$ cat src/rtl/dqn_pkg.sv
// Shared DQN fixed-point helpers, mode encodings and output-stage FSM states.
package dqn_pkg;

    localparam int unsigned DQN_FRAC_BITS = 16;

    localparam logic MODE_MAX    = 1'b0;
    localparam logic MODE_SELECT = 1'b1;

    typedef enum logic [2:0] {
        S_IDLE,
        S_COLLECT,
        S_WAIT_CTX,
        S_MUL,
        S_ADD,
        S_OUT
    } tq_state_t;

    // Signed add of two sign-extended words, clamped to a w-bit signed range (w <= 63).
    function automatic logic signed [63:0] sat_add(
        input logic signed [63:0] a,
        input logic signed [63:0] b,
        input int unsigned        w
    );
        logic signed [63:0] sum;
        logic signed [63:0] hi;
        logic signed [63:0] lo;
        sum = a + b;
        hi  = (64'sd1 <<< (w - 1)) - 64'sd1;
        lo  = -(64'sd1 <<< (w - 1));
        if (sum > hi) begin
            return hi;
        end else if (sum < lo) begin
            return lo;
        end
        return sum;
    endfunction

endpackage

$ cat src/rtl/q_argmax_acc.sv
// Running max / argmax accumulator over an in-order stream of signed Q-values.
// Strict greater-than compare, so on ties the earliest (lowest) index is kept.
module q_argmax_acc
    import dqn_pkg::*;
#(
    parameter int unsigned DATA_WIDTH = 32,
    parameter int unsigned IDX_WIDTH  = 2
) (
    input  logic                         clk,
    input  logic                         rst,
    input  logic                         i_valid,
    input  logic                         i_first,
    input  logic [IDX_WIDTH-1:0]         i_idx,
    input  logic signed [DATA_WIDTH-1:0] i_data,
    output logic signed [DATA_WIDTH-1:0] o_max,
    output logic [IDX_WIDTH-1:0]         o_idx
);

    logic signed [DATA_WIDTH-1:0] r_max;
    logic [IDX_WIDTH-1:0]         r_idx;

    // First sample of a frame seeds the max; later samples replace it only if strictly larger.
    always_ff @(posedge clk) begin
        if (rst) begin
            r_max <= '0;
            r_idx <= '0;
        end else if (i_valid && (i_first || (i_data > r_max))) begin
            r_max <= i_data;
            r_idx <= i_idx;
        end
    end

    assign o_max = r_max;
    assign o_idx = r_idx;

endmodule

$ cat src/rtl/target_q_reduce.sv
// Target-network output stage: reduces a frame of Q-values (max or select-by-action)
// and computes the saturated Bellman target y = reward + gamma*Q (or reward when done).
module target_q_reduce
    import dqn_pkg::*;
#(
    parameter  int unsigned DATA_WIDTH            = 32,
    parameter  int unsigned FRAC_BITS             = DQN_FRAC_BITS,
    parameter  int unsigned NUMBER_OF_OUTPUT_NODE = 3,
    parameter  int unsigned GAMMA                 = 62259,
    localparam int unsigned ACTION_WIDTH          = $clog2(NUMBER_OF_OUTPUT_NODE)
) (
    input  logic                    clk,
    input  logic                    rst,
    input  logic                    i_data_valid,
    input  logic [ACTION_WIDTH-1:0] i_data_addr,
    input  logic [DATA_WIDTH-1:0]   i_data,
    output logic                    o_ready,
    input  logic                    i_ctx_valid,
    input  logic                    i_mode,
    input  logic [ACTION_WIDTH-1:0] i_action,
    input  logic [DATA_WIDTH-1:0]   i_reward,
    input  logic                    i_done,
    output logic                    o_valid,
    output logic [DATA_WIDTH-1:0]   o_q,
    output logic [ACTION_WIDTH-1:0] o_action,
    output logic [DATA_WIDTH-1:0]   o_target,
    output logic                    o_err
);

    localparam int unsigned PW        = 2 * DATA_WIDTH;
    localparam int unsigned BUF_DEPTH = 1 << ACTION_WIDTH;
    localparam logic [ACTION_WIDTH-1:0] LAST_ADDR = ACTION_WIDTH'(NUMBER_OF_OUTPUT_NODE - 1);

    tq_state_t r_state;
    tq_state_t w_state_nxt;

    logic [ACTION_WIDTH-1:0] r_cnt;

    logic                         r_ctx_held;
    logic                         r_mode;
    logic [ACTION_WIDTH-1:0]      r_action;
    logic signed [DATA_WIDTH-1:0] r_reward;
    logic                         r_done;

    logic signed [DATA_WIDTH-1:0] r_qbuf [BUF_DEPTH];

    logic signed [DATA_WIDTH-1:0] r_qsel;
    logic [ACTION_WIDTH-1:0]      r_sel_idx;
    logic signed [PW-1:0]         r_prod;

    logic [DATA_WIDTH-1:0]   r_q;
    logic [ACTION_WIDTH-1:0] r_act_out;
    logic [DATA_WIDTH-1:0]   r_target;
    logic                    r_err;

    logic                         w_ready;
    logic                         w_err;
    logic                         w_acc_load;
    logic                         w_addr_zero;
    logic                         w_in_order;
    logic                         w_is_last;
    logic                         w_sel_bad;
    logic signed [DATA_WIDTH-1:0] w_acc_max;
    logic [ACTION_WIDTH-1:0]      w_acc_idx;
    logic signed [DATA_WIDTH-1:0] w_qsel;
    logic signed [PW-1:0]         w_q_ext;
    logic signed [PW-1:0]         w_g_ext;
    logic signed [PW-1:0]         w_prod;
    logic signed [DATA_WIDTH-1:0] w_scaled;
    logic signed [63:0]           w_sat;
    logic                         w_unused_bits;

    assign w_ready     = (r_state == S_IDLE) || (r_state == S_COLLECT) || (r_state == S_WAIT_CTX);
    assign w_addr_zero = (i_data_addr == '0);
    assign w_in_order  = (i_data_addr == r_cnt);
    assign w_is_last   = (i_data_addr == LAST_ADDR);
    assign w_sel_bad   = (r_mode == MODE_SELECT) && (32'(r_action) >= NUMBER_OF_OUTPUT_NODE);

    q_argmax_acc #(
        .DATA_WIDTH (DATA_WIDTH),
        .IDX_WIDTH  (ACTION_WIDTH)
    ) u_argmax (
        .clk     (clk),
        .rst     (rst),
        .i_valid (w_acc_load),
        .i_first (w_addr_zero),
        .i_idx   (i_data_addr),
        .i_data  (i_data),
        .o_max   (w_acc_max),
        .o_idx   (w_acc_idx)
    );

    // Q selection and fixed-point scaling: Q * GAMMA, then keep bits [FRAC_BITS +: DATA_WIDTH]
    // which equals (product >>> FRAC_BITS) truncated to the word width.
    assign w_qsel   = (r_mode == MODE_SELECT) ? r_qbuf[r_action] : w_acc_max;
    assign w_q_ext  = PW'(w_qsel);
    assign w_g_ext  = PW'(GAMMA);
    assign w_prod   = w_q_ext * w_g_ext;
    assign w_scaled = r_prod[FRAC_BITS +: DATA_WIDTH];
    assign w_sat    = sat_add(64'(r_reward), 64'(w_scaled), DATA_WIDTH);

    assign w_unused_bits = ^{w_sat[63:DATA_WIDTH], r_prod[FRAC_BITS-1:0],
                             r_prod[PW-1:FRAC_BITS+DATA_WIDTH]};

    // Next-state, sample acceptance and protocol-error decode.
    always_comb begin
        w_state_nxt = r_state;
        w_err       = 1'b0;
        w_acc_load  = 1'b0;
        case (r_state)
            S_IDLE: begin
                if (i_data_valid) begin
                    if (w_addr_zero) begin
                        w_acc_load  = 1'b1;
                        w_state_nxt = S_COLLECT;
                    end else begin
                        w_err = 1'b1;
                    end
                end
            end
            S_COLLECT: begin
                if (i_data_valid) begin
                    if (w_in_order) begin
                        w_acc_load = 1'b1;
                        if (w_is_last) begin
                            w_state_nxt = (r_ctx_held || i_ctx_valid) ? S_MUL : S_WAIT_CTX;
                        end
                    end else if (w_addr_zero) begin
                        w_err      = 1'b1;
                        w_acc_load = 1'b1;
                    end else begin
                        w_err       = 1'b1;
                        w_state_nxt = S_IDLE;
                    end
                end
            end
            S_WAIT_CTX: begin
                // Buffered frame is kept; a new sample here is only flagged.
                if (i_data_valid) begin
                    w_err = 1'b1;
                end
                if (i_ctx_valid) begin
                    w_state_nxt = S_MUL;
                end
            end
            S_MUL: begin
                if (w_sel_bad) begin
                    w_err       = 1'b1;
                    w_state_nxt = S_IDLE;
                end else begin
                    w_state_nxt = S_ADD;
                end
            end
            S_ADD:   w_state_nxt = S_OUT;
            S_OUT:   w_state_nxt = S_IDLE;
            default: w_state_nxt = S_IDLE;
        endcase
    end

    // State register, expected-address counter and registered error pulse.
    always_ff @(posedge clk) begin
        if (rst) begin
            r_state <= S_IDLE;
            r_cnt   <= '0;
            r_err   <= 1'b0;
        end else begin
            r_state <= w_state_nxt;
            r_err   <= w_err;
            if (w_acc_load) begin
                r_cnt <= i_data_addr + 1'b1;
            end else if (w_state_nxt == S_IDLE) begin
                r_cnt <= '0;
            end
        end
    end

    // Context latch: last strobe wins, released once the frame result (or error) is issued.
    always_ff @(posedge clk) begin
        if (rst) begin
            r_ctx_held <= 1'b0;
            r_mode     <= MODE_MAX;
            r_action   <= '0;
            r_reward   <= '0;
            r_done     <= 1'b0;
        end else if (w_ready && i_ctx_valid) begin
            r_ctx_held <= 1'b1;
            r_mode     <= i_mode;
            r_action   <= i_action;
            r_reward   <= i_reward;
            r_done     <= i_done;
        end else if ((r_state == S_OUT) || ((r_state == S_MUL) && w_sel_bad)) begin
            r_ctx_held <= 1'b0;
        end
    end

    // Sample buffer so select mode works whether context arrives before or after the frame.
    always_ff @(posedge clk) begin
        if (w_acc_load) begin
            r_qbuf[i_data_addr] <= i_data;
        end
    end

    // Datapath pipeline: MUL registers Q_sel and product, ADD registers the visible results.
    always_ff @(posedge clk) begin
        if (rst) begin
            r_qsel    <= '0;
            r_sel_idx <= '0;
            r_prod    <= '0;
            r_q       <= '0;
            r_act_out <= '0;
            r_target  <= '0;
        end else begin
            if (r_state == S_MUL) begin
                r_qsel    <= w_qsel;
                r_sel_idx <= (r_mode == MODE_SELECT) ? r_action : w_acc_idx;
                r_prod    <= w_prod;
            end
            if (r_state == S_ADD) begin
                r_q       <= r_qsel;
                r_act_out <= r_sel_idx;
                r_target  <= r_done ? r_reward : w_sat[DATA_WIDTH-1:0];
            end
        end
    end

    assign o_ready  = w_ready;
    assign o_valid  = (r_state == S_OUT);
    assign o_q      = r_q;
    assign o_action = r_act_out;
    assign o_target = r_target;
    assign o_err    = r_err;

endmodule

$ cat config.mk
export PLATFORM = sky130hd
export DESIGN_NAME = target_q_reduce
export DESIGN_NICKNAME = d
export VERILOG_FILES = /design/src/rtl/dqn_pkg.sv /design/src/rtl/q_argmax_acc.sv /design/src/rtl/target_q_reduce.sv
export SDC_FILE = /design/constraint.sdc
export NUM_CORES = 1
export LEC_CHECK = 0
export ABC_AREA = 1
export BUFFER_PORTS_ARGS = -buffer_cell sky130_fd_sc_hd__buf_2
export CORE_MARGIN = 1.5
export CORE_UTILIZATION = 42
export CTS_BUF_LIST = sky130_fd_sc_hd__clkbuf_16
export CTS_CLUSTER_DIAMETER = 100
export DETAILED_ROUTE_END_ITERATION = 6
export PLACE_DENSITY_LB_ADDON = 0.08
export REMOVE_ABC_BUFFERS = 1
export SYNTH_ARGS = -nofsm -noshare
export SYNTH_HDL_FRONTEND = slang
export SYNTH_HIERARCHICAL = 1
export SYNTH_SLANG_ARGS = --single-unit
$ cat constraint.sdc
create_clock -name clk -period 6.7 [get_ports clk]
set_input_delay 1.34 -clock clk [delete_from_list [all_inputs] [get_ports clk]]
set_output_delay 1.34 -clock clk [all_outputs]
set_load 0.05 [all_outputs]
==> results.yml, run 1 <==
synth:
  synth_enable_flop_cells: 128
  ys_warn_count: 6
  synth_compound_area_share_pct: 12.5
  netlist.area_leader.share_pct: 15.7
  synth_seq_area_share_pct: 29.9
  synthMuxAreaShare_pct: 0
  synth-xor-area-share_pct: 2.73
  syn_area_um2: 27000
  synth_area_leaders: "dfxtp_1 16%, fa_1 15%, edfxtp_1 14%, ha_1 9.8%, nand2_1 8.9%"
  ys_ff_latch: 339
  yosys.area_share.adder_pct: 25.2
  synth_top_family_by_area: "adder cells"
  syn_avg_cell_area_um2: 7.89
  synthSimpleGateAreaFrac_pct: 19.1
  synth.distinct_cells: 49
  netlist_instances: 3417
  ys.flop_type: "dfxtp_1"
  netlist.top_cell.by_area: "dfxtp_1"
  async_flop_share_pct: 0
drt:
  dr.pass1.iters: 7
  viasPerCell: 5.02
  wirelength_um: 82800
  antenna_left: 0
  drc: 0
  drt-initial-drc-count: 1409
  wl_per_cell_um: 18.3
  num_vias: 22700
cts:
  holdBufCountCts: 0
  cts.sinks: 339
  htree_levels: 2
  clk_pin_slew_ps: 60
  ctsLongestPathBuffers: 3
  cts_made_buffers: 41
  clk_latency_ps: 590
  clock-root-buffer: "clkbuf_16"
  cts_tree: "built"
grt:
  grt_first_pass_wirelength_um: 128000
  grt_pass1_vias: 23000
  grt_max_degree: 70
  grt_overflow: 0
  grt_use_total_pct: 24.8
  antenna_found_initial: 0
die:
  rows: 92
  dieArea_um2: 65700
  core_um2: 63300
  start_util_pct: 42.6
  die_h_um: 256
  dieWidth_um: 256
  io_pins: 143
power_and_ir_drop:
  intPower_mw: 7.28
  power.density_nw_per_um2: 455
  p_sw_share_pct: 48.7
  switchingPower_mw: 6.90
  comb_power_share_pct: 69.4
  share_seq_of_total_power_pct: 15.6
  clock_power_share_pct: 15.0
  total_power_mw: 14.2
  peakVddDrop_mv: 0.355
  p_leak_nw: 15.1
placement:
  portBuffers: 142
  hpwl_um: 65100
  dp_cells: 4452
  gp_congestion: 0.920
sta:
  slew_violations: 0
  skew_ps: 19.9
  rsz0062_at_grt: "yes"
  fmax_ghz: 0.156
  timing.final.crit_share_pct: 95.4
  setup_viol: 0
  tightest_slew_ps: 913
  slew_headroom_pct: 39.1
  period_needed_ps: 6390
  finalHoldViolations: 0
worst_setup_path:
  crit_fanout: 14
  cp.arrival_ps: 6870
  endpoint_kind: "flop"
  crit_path_frequent_cell: "nand2_1"
  required_ps: 7180
  worst_setup_path_start_kind: "flop"
  crit_buf_inv: 6
  cp_slowest_stage_delay_ps: 550
  crit_slowest_cell: "fa_1"
  critPathKind: "flop to flop"
  path_delay_family: "adder cells"
finish:
  drive_above_1_share_pct: 14.4
  num_antenna_cells: 0
  nNetsFinal: 4147
  syn2layout_area_growth_pct: 15.4
  fin_util_pct: 49.2
  final_cells: 4529
min_path:
  hold_path_class: "flop to flop"
flow_run:
  cap_violations: 0
run_status:
  status: "finished clean"
==> cell families (layout without fill, tap and decap cells) <==
family / Yosys count / count (layout)
buffers and inverters: 731 / 997
adders and majority gates: 419 / 419
AOI/OAI and AO/OA: 567 / 567
DFF: 339 / 339
and+or+nand+nor: 1277 / 1277
xor gates and xnor gates: 84 / 84
==> placed cells by master, fill, tap and decap left out, types with 8 or more instances in the layout <==
cell / netlist / routed
a21o_1: 17 / 17
ha_2: 0 / 13
a31oi_1: 37 / 36
a21oi_1: 176 / 162
dfxtp_1: 211 / 209
nand2_1: 643 / 630
o21bai_1: 17 / 17
edfxtp_1: 128 / 128
o21ai_0: 203 / 197
fa_1: 207 / 206
inv_1: 609 / 616
nor2_2: 6 / 12
ha_1: 212 / 197
a21oi_2: 53 / 66
o32ai_1: 31 / 27
nand2_2: 21 / 30
xnor2_1: 22 / 21
nor3_1: 18 / 18
clkinv_1: 3 / 12
nor2_1: 446 / 439
o22ai_1: 8 / 8
nand4_1: 17 / 17
clkbuf_16: 0 / 44
inv_2: 7 / 10
xor2_1: 62 / 61
buf_4: 2 / 156
nand3_1: 106 / 104
buf_2: 13 / 141
==> flip-flops by register name, indices dropped and copies added (netlist names), named ones only <==
register,count
r_cnt,2
o_q,32
r_action,2
o_action,2
o_err,1
u_argmax/o_idx,2
r_reward,32
r_sel_idx,2
r_qsel,32
r_done,1
r_ctx_held,1
r_qbuf,128
u_argmax/o_max,32
r_prod,32
o_target,32
r_mode,1
r_state,3
==> worst reg2reg max path, delay by kind of cell (launching register included) <==
kind / cells / cell delay, ps
buf+inv: 6 / 620
simple gates: 12 / 1470
compound gates: 3 / 650
flops: 1 / 390
xor+xnor: 1 / 190
fa+ha+maj: 7 / 2950
==> power groups by stage <==
stage / registers [mW] / clock network (mW) / logic, mW
6_report: 2.21 / 2.13 / 9.83
5_1_grt: 2.21 / 2.26 / 11.1
3_3_place_gp: 2.25 / 0 / 9.49
2_1_floorplan: 2.25 / 0 / 5.90
4_1_cts: 2.21 / 2.19 / 9.59
3_5_place_dp: 2.25 / 0 / 9.50
==> synth_stat cells (all sizes together), types with 31 or more instances <==
master	instances
inv	616
a21oi	230
nand2	667
edfxtp	128
nor2	453
xor2	62
o21ai	204
fa	207
o32ai	31
dfxtp	211
clkbuf	82
a31oi	37
ha	212
nand3	107
==> timing repair <==
action                                  4_1_cts  5_1_grt
pin swaps                                     0        8
gates cloned                                  0        4
endpoints found under the setup margin        5       24
setup buffers                                 0        1
gates resized for setup                       4       78
==> cell type report <==
| type | count | area, um2 |
|---|---|---|
| Timing Repair Buffer | 306 | 2060 |
| Sequential cell | 339 | 8080 |
| Multi-Input combinational cell | 2347 | 16300 |
| Fill cell | 6326 | 32200 |
| Tap cell | 846 | 1060 |
| Inverter | 619 | 2330 |
| Clock buffer | 41 | 1030 |
| Clock inverter | 31 | 241 |
==> per-layer routing <==
layer	up-vias	GRT usage [%]	wire (um)
li1	11300	-	-
met1	10800	32.3	36900
met2	514	42.7	39700
met3	125	3.30	3660
met4	0	7.66	2490
met5	-	0	0
==> final timing paths <==
path	startpoint	end	slack, ps	depth (start not counted)
worst max register to register	flop	r_prod[42]$_SDFFE_PP0P_	310	29
worst max-delay path	flop	r_prod[42]$_SDFFE_PP0P_	310	29
worst min-delay path	o_target[31]$_SDFFE_PP0N_	o_target[31]$_SDFFE_PP0N_	470	2
worst min register to register	o_target[31]$_SDFFE_PP0N_	o_target[31]$_SDFFE_PP0N_	470	2
==> stage by stage <==
| step | worst slack, ps | setup TNS [ps] | hold slack (ps) | area, um2 |
|---|---|---|---|---|
| global route | -21.2 | -64.2 | 487 | 31100 |
| detailed placement | -100 | -218 | 456 | 29500 |
| CTS | 34.1 | 0 | 466 | 30800 |
| global placement | -90.1 | -196 | 452 | 29500 |
| finish | 309 | 0 | 466 | 31100 |
| floorplan | -1210 | -13010 | 447 | 26400 |
Note: power is estimated with default switching activity, not from simulation.
==> run 2, diff against run 1 <==
--- a/config.mk
+++ b/config.mk
@@ -7,6 +7,7 @@
 export LEC_CHECK = 0
 export ABC_AREA = 1
 export BUFFER_PORTS_ARGS = -buffer_cell sky130_fd_sc_hd__buf_2
+export CORE_ASPECT_RATIO = 0.7
 export CORE_MARGIN = 1.5
 export CORE_UTILIZATION = 42
 export CTS_BUF_LIST = sky130_fd_sc_hd__clkbuf_16
==> run 2 against run 1 <==
Against the previous run: sequential share of layout area is 0.25 points lower; design area rose by 0.97%; critical path depth did not move; utilization up 0.49 points; combinational power barely moved; flip-flop and latch count is the same; total power is 1.8% higher; fmax down 0.97%.
==> results.yml, run 2 (synthesis results as in run 1) <==
run_status:
  status: "finished clean"
cts:
  htree_levels: 2
  cts_tree: "built"
  cts_made_buffers: 41
  holdBufCountCts: 0
  ctsLongestPathBuffers: 3
  clock-root-buffer: "clkbuf_16"
  clk_pin_slew_ps: 60
  clk_latency_ps: 580
  cts.sinks: 339
worst_setup_path:
  worst_setup_path_start_kind: "flop"
  crit_path_frequent_cell: "inv_1"
  crit_fanout: 16
  critPathKind: "flop to flop"
  required_ps: 7160
  endpoint_kind: "flop"
  cp.arrival_ps: 6910
  cp_slowest_stage_delay_ps: 550
  crit_slowest_cell: "fa_1"
drt:
  num_vias: 23400
  dr.pass1.iters: 5
  drc: 0
  wirelength_um: 85200
  wl_per_cell_um: 18.7
  viasPerCell: 5.14
  antenna_left: 0
  drt-initial-drc-count: 1995
finish:
  layout_commonest_cell: "nand2_1"
  fin_util_pct: 49.7
  top_register: "r_qbuf"
  design_area_um2: 31400
  largest_reg_flops: 128
  final_cell_mix: "631 x nand2_1, 612 x inv_1, 438 x nor2_1"
  final_cells: 4549
  syn2layout_area_growth_pct: 16.6
  drive_above_1_share_pct: 15.2
  nNetsFinal: 4181
sta:
  period_needed_ps: 6450
  slew_headroom_pct: 23.2
  setup_viol: 0
  setup_tns_ps: 0
  whs_ps: 472
  slew_violations: 0
  rsz0062_at_grt: "yes"
  setup_ws_ps: 246
  tightest_slew_ps: 1140
  fmax_ghz: 0.155
  skew_ps: 43.3
  timing.final.crit_share_pct: 96.3
  finalHoldViolations: 0
die:
  start_util_pct: 42.6
  rows: 77
  die_h_um: 215
  dieWidth_um: 306
  io_pins: 143
  core_um2: 63300
  dieArea_um2: 65800
power_and_ir_drop:
  power.density_nw_per_um2: 459
  peakVddDrop_mv: 0.466
  p_leak_nw: 15.3
  total_power_mw: 14.4
grt:
  grt_max_degree: 120
  grt_first_pass_wirelength_um: 133000
  grt_overflow: 0
  grt_use_total_pct: 26.1
  grt_pass1_vias: 23200
  antenna_found_initial: 1
flow_run:
  cap_violations: 0
placement:
  portBuffers: 142
  gp_congestion: 0.983
  dp_slack_ps: -206
  place_area_um2: 29800
  dp_cells: 4467
  hpwl_um: 66000
min_path:
  hold_path_class: "flop to flop"
  min_from: "o_target[0]$_SDFFE_PP0N_"
-- run 2: worst max-delay path: cells and delay by family (launching register included) --
| family | cells | cell delay [ps] |
|---|---|---|
| AO/OA/AOI/OAI | 3 | 460 |
| XOR/XNOR | 1 | 240 |
| adder cells (fa/ha/maj) | 6 | 2810 |
| buffers and inverters | 9 | 1010 |
| flip-flops | 1 | 410 |
| AND/OR/NAND/NOR | 10 | 1350 |
-- run 2: layer usage --
layer / part of all wire (%) / vias to the layer above / track usage [%]
met1: 52 / 11200 / 42.0
met5: 0 / - / 0
met4: 1.5 / 0 / 4.53
met2: 38 / 703 / 36.0
met3: 7.8 / 73 / 4.90
li1: - / 11300 / -
-- run 2: area by class of cell --
type | count | area, um2
timing repair buffer | 340 | 2330
multi-input combinational | 2347 | 16300
clock buffer | 42 | 1050
antenna | 1 | 2.50
sequential | 339 | 8080
fill | 6270 | 31900
tap | 829 | 1040
clock inverter | 32 | 272
inverter | 619 | 2330
-- run 2: path summary, 6_finish.rpt --
check,to,slack [ps],depth (start not counted)
worst max-delay path,r_prod[38]$_SDFFE_PP0P_,250,29
worst min-delay path,o_target[0]$_SDFFE_PP0N_,470,2
worst max register to register,r_prod[38]$_SDFFE_PP0P_,250,29
worst min register to register,o_target[0]$_SDFFE_PP0N_,470,2
-- run 2: what timing repair did --
item,in CTS,in global routing
gates resized for setup,3,78
gates cloned,0,2
setup buffers,0,5
setup endpoints to repair,9,27
pin swaps,0,6
-- run 2: power by group --
| part | internal, mW | switching (mW) | leakage [nW] |
|---|---|---|---|
| Combinational | 3.95 | 6.07 | 11.7 |
| Clock | 1.26 | 0.943 | 0.668 |
| Sequential | 2.18 | 0.0303 | 2.87 |
